$ cat config.mk
export PLATFORM = sky130hd
export DESIGN_NAME = bpf_alu_mc
export DESIGN_NICKNAME = d
export VERILOG_FILES = /design/src/rtl/bpf_alu_mc.sv
export SDC_FILE = /design/constraint.sdc
export NUM_CORES = 2
export LEC_CHECK = 0
export CAP_MARGIN = 20
export CORE_ASPECT_RATIO = 0.7
export CORE_MARGIN = 5
export CORE_UTILIZATION = 40
export CTS_CLUSTER_SIZE = 8
export DETAILED_ROUTE_END_ITERATION = 12
export HOLD_SLACK_MARGIN = 0.02
export PLACE_DENSITY_LB_ADDON = 0.05
export SETUP_SLACK_MARGIN = 0.1
export SYNTH_ARGS = -nofsm -noshare
export SYNTH_HDL_FRONTEND = slang
export SYNTH_SLANG_ARGS = --single-unit
$ cat constraint.sdc
create_clock -name clk -period 10.7 [get_ports clk]
set_input_delay 1.605 -clock clk [delete_from_list [all_inputs] [get_ports clk]]
set_output_delay 1.605 -clock clk [all_outputs]
set_load 0.005 [all_outputs]
$ cat src/rtl/bpf_alu_mc.sv
// Multi-cycle ALU for the BPF datapath: single-cycle logic/arith ops, pipelined multiply,
// restoring radix-2 divide/modulo, with a single-outstanding ready/valid/ack handshake.
module bpf_alu_mc #(
  parameter int W       = 32,
  parameter int MUL_LAT = 3,
  parameter int PESS    = 0
) (
  input  logic         clk,
  input  logic         rst,
  input  logic [W-1:0] A,
  input  logic [W-1:0] B,
  input  logic [3:0]   ALU_sel,
  input  logic         ALU_en,
  output logic         ALU_rdy,
  output logic [W-1:0] ALU_out,
  output logic         eq,
  output logic         gt,
  output logic         ge,
  output logic         set,
  output logic         dz,
  output logic         ALU_vld,
  input  logic         ALU_ack
);

  localparam int CW = $clog2(W);
  localparam logic [3:0] OP_MUL = 4'd8;
  localparam logic [3:0] OP_DIV = 4'd9;
  localparam logic [3:0] OP_MOD = 4'd10;

  typedef enum logic [1:0] {S_IDLE, S_PRE, S_MUL, S_DIV} state_t;
  state_t state, state_n;

  logic [W-1:0]  a_q, b_q;
  logic [3:0]    sel_q;
  logic          accept, launch;
  logic [W-1:0]  op_a, op_b;
  logic [3:0]    op_sel;
  logic          op_is_div;
  logic [W-1:0]  single_res, prod;
  logic          mul_start, mul_done;
  logic [W-1:0]  mul_res;
  logic [W-1:0]  rem, quo, rem_n, quo_n;
  logic [W:0]    rem_sh, rem_diff;
  logic [CW-1:0] cnt;
  logic          wr, res_dz;
  logic [W-1:0]  res, fa, fb;

  assign ALU_rdy = (state == S_IDLE) && (!ALU_vld || ALU_ack);
  assign accept  = ALU_en && ALU_rdy;

  // With PESS the op is launched from the latched copies one cycle after accept.
  assign launch    = (PESS != 0) ? (state == S_PRE) : accept;
  assign op_a      = (PESS != 0) ? a_q : A;
  assign op_b      = (PESS != 0) ? b_q : B;
  assign op_sel    = (PESS != 0) ? sel_q : ALU_sel;
  assign op_is_div = (op_sel == OP_DIV) || (op_sel == OP_MOD);
  assign prod      = op_a * op_b;
  assign mul_start = launch && (op_sel == OP_MUL);

  always_comb begin
    single_res = '0;
    case (op_sel)
      4'd0:    single_res = op_a + op_b;
      4'd1:    single_res = op_a - op_b;
      4'd2:    single_res = op_a & op_b;
      4'd3:    single_res = op_a | op_b;
      4'd4:    single_res = op_a ^ op_b;
      4'd5:    single_res = ~op_a;
      4'd6:    single_res = (op_b >= W'(W)) ? '0 : (op_a << op_b);
      4'd7:    single_res = (op_b >= W'(W)) ? '0 : (op_a >> op_b);
      OP_MUL:  single_res = prod;
      OP_DIV:  single_res = '1;
      OP_MOD:  single_res = op_a;
      default: single_res = '0;
    endcase
  end

  // The last pipeline register feeds ALU_out directly, so MUL_LAT-1 internal stages suffice.
  if (MUL_LAT == 1) begin : g_mul_comb
    assign mul_res  = prod;
    assign mul_done = mul_start;
  end else begin : g_mul_pipe
    logic [W-1:0]         mp [MUL_LAT-1];
    logic [MUL_LAT-2:0]   mv;

    always_ff @(posedge clk) begin
      if (rst) mv <= '0;
      else begin
        mv[0] <= mul_start;
        for (int i = 1; i < MUL_LAT-1; i++) mv[i] <= mv[i-1];
      end
      mp[0] <= prod;
      for (int i = 1; i < MUL_LAT-1; i++) mp[i] <= mp[i-1];
    end

    assign mul_res  = mp[MUL_LAT-2];
    assign mul_done = mv[MUL_LAT-2];
  end

  assign rem_sh   = {rem, quo[W-1]};
  assign rem_diff = rem_sh - {1'b0, b_q};

  always_comb begin
    if (rem_sh >= {1'b0, b_q}) begin
      rem_n = rem_diff[W-1:0];
      quo_n = {quo[W-2:0], 1'b1};
    end else begin
      rem_n = rem_sh[W-1:0];
      quo_n = {quo[W-2:0], 1'b0};
    end
  end

  always_ff @(posedge clk) begin
    if (rst) state <= S_IDLE;
    else     state <= state_n;
  end

  always_comb begin
    state_n = state;
    wr      = 1'b0;
    res     = single_res;
    fa      = op_a;
    fb      = op_b;
    res_dz  = 1'b0;
    case (state)
      S_IDLE: if (accept && (PESS != 0)) state_n = S_PRE;
      S_MUL: if (mul_done) begin
        wr      = 1'b1;
        res     = mul_res;
        fa      = a_q;
        fb      = b_q;
        state_n = S_IDLE;
      end
      S_DIV: if (cnt == CW'(W-1)) begin
        wr      = 1'b1;
        res     = (sel_q == OP_DIV) ? quo_n : rem_n;
        fa      = a_q;
        fb      = b_q;
        state_n = S_IDLE;
      end
      default: ;
    endcase
    // Divide-by-zero completes as a single-cycle op.
    if (launch) begin
      if ((op_sel == OP_MUL) && (MUL_LAT > 1)) state_n = S_MUL;
      else if (op_is_div && (op_b != '0))      state_n = S_DIV;
      else begin
        wr      = 1'b1;
        res     = single_res;
        res_dz  = op_is_div;
        state_n = S_IDLE;
      end
    end
  end

  always_ff @(posedge clk) begin
    if (rst) begin
      ALU_out <= '0;
      eq      <= 1'b0;
      gt      <= 1'b0;
      ge      <= 1'b0;
      set     <= 1'b0;
      dz      <= 1'b0;
      ALU_vld <= 1'b0;
      a_q     <= '0;
      b_q     <= '0;
      sel_q   <= '0;
      rem     <= '0;
      quo     <= '0;
      cnt     <= '0;
    end else begin
      if (accept) begin
        a_q   <= A;
        b_q   <= B;
        sel_q <= ALU_sel;
      end
      if (launch && op_is_div) begin
        rem <= '0;
        quo <= op_a;
        cnt <= '0;
      end else if (state == S_DIV) begin
        rem <= rem_n;
        quo <= quo_n;
        cnt <= cnt + 1'b1;
      end
      // A completion in the same cycle as an ack keeps valid high with the new result.
      if (wr) begin
        ALU_out <= res;
        eq      <= (fa == fb);
        gt      <= (fa > fb);
        ge      <= (fa >= fb);
        set     <= |(fa & fb);
        dz      <= res_dz;
        ALU_vld <= 1'b1;
      end else if (ALU_ack) begin
        ALU_vld <= 1'b0;
      end
    end
  end

endmodule

==> impl.org <==
** Setup path
- Reg2Reg Capture Point :: ge
- The critical path is of the in -> reg type.
- Worst-path maximum fanout :: 9
- Critical path launch point type :: input port
- Worst setup EP type :: register
- The setup check on the worst reg-to-reg path leaves a slack of about 5.4 ns.
- Launch instance of the worst register-to-register path :: state[1]
- Cell count of the worst reg-to-reg path :: 14
- Data required time at the worst endpoint :: 11.17 ns
- Worst Path Arrival :: 9.94 ns

** Flow run
- Max-cap violations :: 0

** Clocking
- Clk sinks :: 243
- In this run, CTS created clock tree buffers numbering 36.
- For the worst-skew pair, the clock arrives at the later sink with an insertion delay of about 0.56 ns.
- Clock tree synthesis selected as its root buffer the cell sky130_fd_sc_hd__clkbuf_16.
- The number of hold buffers added after CTS was 0.
- No sink is reached through more buffers than the 3 on the longest clock path.
- After clock tree synthesis, the clock-pin slew on the worst setup and hold paths is 0.06 ns.
- Clock tree from TritonCTS :: built
- Once the clock tree was built, the setup fixing pass inserted 0 buffers.
- The number of gates resized after CTS was 0.
- Htree depth :: 2

** Outcome
- The run finished with clean final reports.

** Worst hold path
- Worst min-delay path startpoint :: g_mul_pipe.mp[0][10]
- Depth of the worst hold-timing path :: 0
- Hold endpoint :: g_mul_pipe.mp[0][42]
- Worst min-delay path class :: reg -> reg

** Floorplanning
- In this run the core area contains 92 standard-cell rows.
- Area of the core :: around 0.09 mm²
- Top Ports :: 111
- In this run the vertical extent of the chip is 262 µm.
- Initial standard-cell utilization of the core :: about 40%
- The floorplan step defined a die boundary enclosing 0.0967 mm².
- Die boundary width :: 370 µm

** Synth
- Cell type with the largest total area after synthesis :: sky130_fd_sc_hd__fa_1
- Dominant register cell in the synthesized netlist :: sky130_fd_sc_hd__dfxtp_1
- Multiplexer fraction of the synthesized cell area :: 5.27%
- Post-Synthesis Cell Area :: 0.0362 mm²
- Counting every instance in the synthesized netlist gives 4586.
- Post-Synth XOR/XNOR Area :: 3.93%
- Area share of fa/ha/maj cells after synthesis :: between 30% and 40%
- Fraction of the mapped netlist area in compound gates :: 17.4%
- After synthesis the netlist holds a flip-flop and latch count of roughly 240.
- Synth area leaders :: sky130_fd_sc_hd__fa_1 (23%), sky130_fd_sc_hd__dfxtp_1 (13%), sky130_fd_sc_hd__ha_1 (11%)
- Sequential cells were found to cover 13.4% of the synthesized design area.
- Dominant combinational cell family by area after synthesis :: adder cells
- Area fraction in and, or, nand and nor cells after synthesis :: 17.1%
- Synthesis produced a netlist with a net count of approximately 5400.
- Share of the synthesized area in the top cell type :: 22.7%
- After synthesis, the share of flip-flops with an asynchronous set or reset is 0%.
- Warnings from Yosys :: 0
- Yosys mapped a number of flops with a built-in enable equal to 0.
- Post-synthesis area per instance :: about 7.9 µm²
- Number of library cell types mapped by synthesis :: 92

** Global routing
- Vias in the first global route :: ~33000
- Global routing used 48.9% of the available met2 tracks.
- Met1 usage :: 54.8%
- After global routing, the most crowded layer is met1.
- The first global-routing pass estimated 255000 µm of wire.
- The number of antenna violations at the first check in global routing came to 13.
- After global routing the overflow that remains totals 0.
- Global routing consumed, on the met3 layer, 13.0% of the routing resources.
- Entering global routing, the biggest net connects 75 pins.
- Global routing consumed, over all layers together, a little under two fifths of the routing resources.

** Detailed routing
- Wire length after detailed routing :: 181000 µm
- The first routing iteration left 4668 violations.
- Average via count per standard cell :: between 6 and 7
- Count of vias placed by the detailed router :: 35300
- Before antenna repair, the detailed router went through 7 iterations.
- For this run, design rule violations remaining after detail routing come to 0.
- Number of nets still failing antenna checks after routing :: 0
- Detailed-route wire length per cell :: 31.2 µm

** Placed design
- Total half-perimeter wirelength after legalization and detailed placement :: 139000 µm
- Routability-driven placement finished with a final weighted congestion of 1.02.
- Quantity of I/O buffers inserted on ports :: 110
- Including well taps, the total number of placed cells is slightly below 6000.

** STA
- Setup repair after global routing left no endpoint under its margin.
- Based on the critical path, the design can be clocked at up to 106 MHz.
- Slew at the pin with the worst max-slew slack :: 1.44 ns
- Number of hold violations in the final report :: 0
- Total negative slack for setup checks :: 0 ns
- Post-Route Hold Slack :: ~0.32 ns
- Setup violations remaining at the end of the flow were counted as 0.
- Setup skew after layout :: 0.0201 ns
- In this run the tightest slew margin relative to its limit is 3.80%.
- Final period util :: between 80 and 90%
- Crit path time final :: 9.47 ns
- Number of max-slew violations in the final report :: 0

** Layout
- Of the cells placed in the final design, the portion with a size suffix greater than 1 is 6.95%.
- Number of fillers in the final layout :: between 9000 and 10000
- From synthesis to final layout, the design area changed by 10.1%.
- Leaving out fill and tap cells, the most frequent cell in the layout is sky130_fd_sc_hd__nand2_1.
- Once layout is complete, the cells apart from fillers number 5816.
- Commonest cells after routing, fill and taps aside :: sky130_fd_sc_hd__nand2_1 (610), sky130_fd_sc_hd__nor2_1 (570), sky130_fd_sc_hd__inv_1 (533)
- The final layout contains between 5000 and 6000 nets.
metrics by stage:
step / setup slack [ns] / area, µm² / utilization (%)
after floorplan: 1.26 / 36200 / -
after global placement: 0.820 / 38800 / 43.2
after detailed placement: 0.855 / 38800 / 43.2
after CTS: 1.39 / 39800 / 44.3
after global routing: 0.956 / 39800 / 44.3
final: 1.23 / 39800 / 44.3
cell usage after synthesis, types with 8 or more instances:
| cell type | n |
|---|---|
| sky130_fd_sc_hd__o22ai_1 | 25 |
| sky130_fd_sc_hd__nor3_1 | 68 |
| sky130_fd_sc_hd__a22oi_1 | 54 |
| sky130_fd_sc_hd__a311oi_1 | 9 |
| sky130_fd_sc_hd__o221ai_1 | 11 |
| sky130_fd_sc_hd__a221oi_1 | 27 |
| sky130_fd_sc_hd__mux4_2 | 39 |
| sky130_fd_sc_hd__or3_1 | 22 |
| sky130_fd_sc_hd__a2111oi_0 | 16 |
| sky130_fd_sc_hd__o31ai_1 | 15 |
| sky130_fd_sc_hd__o21ai_0 | 178 |
| sky130_fd_sc_hd__and3_1 | 17 |
| sky130_fd_sc_hd__a211oi_1 | 51 |
| sky130_fd_sc_hd__xor2_1 | 37 |
| sky130_fd_sc_hd__o211ai_1 | 31 |
| sky130_fd_sc_hd__o21a_1 | 23 |
| sky130_fd_sc_hd__nor2b_1 | 16 |
| sky130_fd_sc_hd__inv_1 | 534 |
| sky130_fd_sc_hd__a21oi_1 | 298 |
| sky130_fd_sc_hd__nand3_1 | 36 |
| sky130_fd_sc_hd__nor2_1 | 573 |
| sky130_fd_sc_hd__ha_1 | 317 |
| sky130_fd_sc_hd__dfxtp_1 | 243 |
| sky130_fd_sc_hd__buf_1 | 43 |
| sky130_fd_sc_hd__nor4_1 | 28 |
| sky130_fd_sc_hd__a31oi_1 | 26 |
| sky130_fd_sc_hd__a21o_1 | 80 |
| sky130_fd_sc_hd__clkbuf_1 | 232 |
| sky130_fd_sc_hd__o2111ai_1 | 18 |
| sky130_fd_sc_hd__nand2b_1 | 15 |
| sky130_fd_sc_hd__mux2_2 | 19 |
| sky130_fd_sc_hd__nand3b_1 | 8 |
| sky130_fd_sc_hd__a21boi_0 | 8 |
| sky130_fd_sc_hd__xnor2_1 | 123 |
| sky130_fd_sc_hd__buf_2 | 32 |
| sky130_fd_sc_hd__nand2_1 | 613 |
| sky130_fd_sc_hd__and2_1 | 12 |
| sky130_fd_sc_hd__nand4_1 | 26 |
| sky130_fd_sc_hd__a211o_1 | 12 |
| sky130_fd_sc_hd__or2_2 | 10 |
| sky130_fd_sc_hd__mux2i_1 | 80 |
| sky130_fd_sc_hd__clkinv_1 | 18 |
| sky130_fd_sc_hd__o21bai_1 | 24 |
| sky130_fd_sc_hd__fa_1 | 410 |
area by class of cell:
type	count	area [µm²]	share of cell area, %
Clock buffer	40	958	2.41
Antenna cell	4	10.0	0.0251
Tap cell	1222	1530	3.84
Sequential cell	243	4860	12.2
Clock inverter	2	21.3	0.0534
Timing Repair Buffer	278	2340	5.87
Inverter	557	2090	5.25
Multi-Input combinational cell	3470	28000	70.4
registers in the layout (all words and copies together) (netlist names), 2 cells and up:
register / flops
g_mul_pipe.mp: 64
ALU_out: 32
a_q: 32
b_q: 32
quo: 32
rem: 32
cnt: 5
sel_q: 4
g_mul_pipe.mv: 2
state: 2
worst max-delay path, cell delays in order:
cell and delay (ns):
sky130_fd_sc_hd__clkdlybuf4s50_1 0.90, sky130_fd_sc_hd__inv_2 0.52, sky130_fd_sc_hd__nor2_1 0.13, sky130_fd_sc_hd__fa_1 0.68, sky130_fd_sc_hd__inv_1 0.09, sky130_fd_sc_hd__fa_1 0.50
sky130_fd_sc_hd__fa_1 0.51, sky130_fd_sc_hd__inv_1 0.05, sky130_fd_sc_hd__fa_1 0.52, sky130_fd_sc_hd__inv_1 0.05, sky130_fd_sc_hd__fa_1 0.45, sky130_fd_sc_hd__fa_1 0.52
sky130_fd_sc_hd__fa_1 0.45, sky130_fd_sc_hd__fa_1 0.40, sky130_fd_sc_hd__xnor2_1 0.15, sky130_fd_sc_hd__xnor2_1 0.19, sky130_fd_sc_hd__xnor2_1 0.15, sky130_fd_sc_hd__xnor2_1 0.10
sky130_fd_sc_hd__xnor2_1 0.41, sky130_fd_sc_hd__xnor3_1 0.45, sky130_fd_sc_hd__xnor2_1 0.40, sky130_fd_sc_hd__a221oi_1 0.17, sky130_fd_sc_hd__a31o_1 0.28, sky130_fd_sc_hd__a211oi_1 0.21
cell families (layout without fill, tap and decap cells):
group | after synthesis | count (layout)
AO/OA/AOI/OAI | 972 | 972
adder cells (fa/ha/maj) | 727 | 727
buffers and inverters | 873 | 877
multiplexers | 139 | 139
AND/OR/NAND/NOR | 1471 | 1471
other | 0 | 4
flip-flops | 243 | 243
XOR/XNOR | 161 | 161
worst max-delay path by stage:
stage / from / to / slack, ns / depth (start not counted)
floorplan: B[3] / ALU_out[29] / 1.26 / 29
global placement: A[11] / ALU_out[18] / 0.82 / 24
detailed placement: A[17] / ALU_out[29] / 0.85 / 23
CTS: A[14] / ALU_out[29] / 1.39 / 25
global route: A[14] / ALU_out[29] / 0.96 / 25
finish: B[17] / ALU_out[31] / 1.23 / 24
metal layers:
metal	vias to the layer above	share of wire, %
met4	4	4.2
li1	15200	-
met3	359	14
met5	-	0.014
met1	17500	44
met2	2240	38
Power is not shown: default switching activity piles up to over one toggle a cycle in this logic, so the estimate is an artifact.
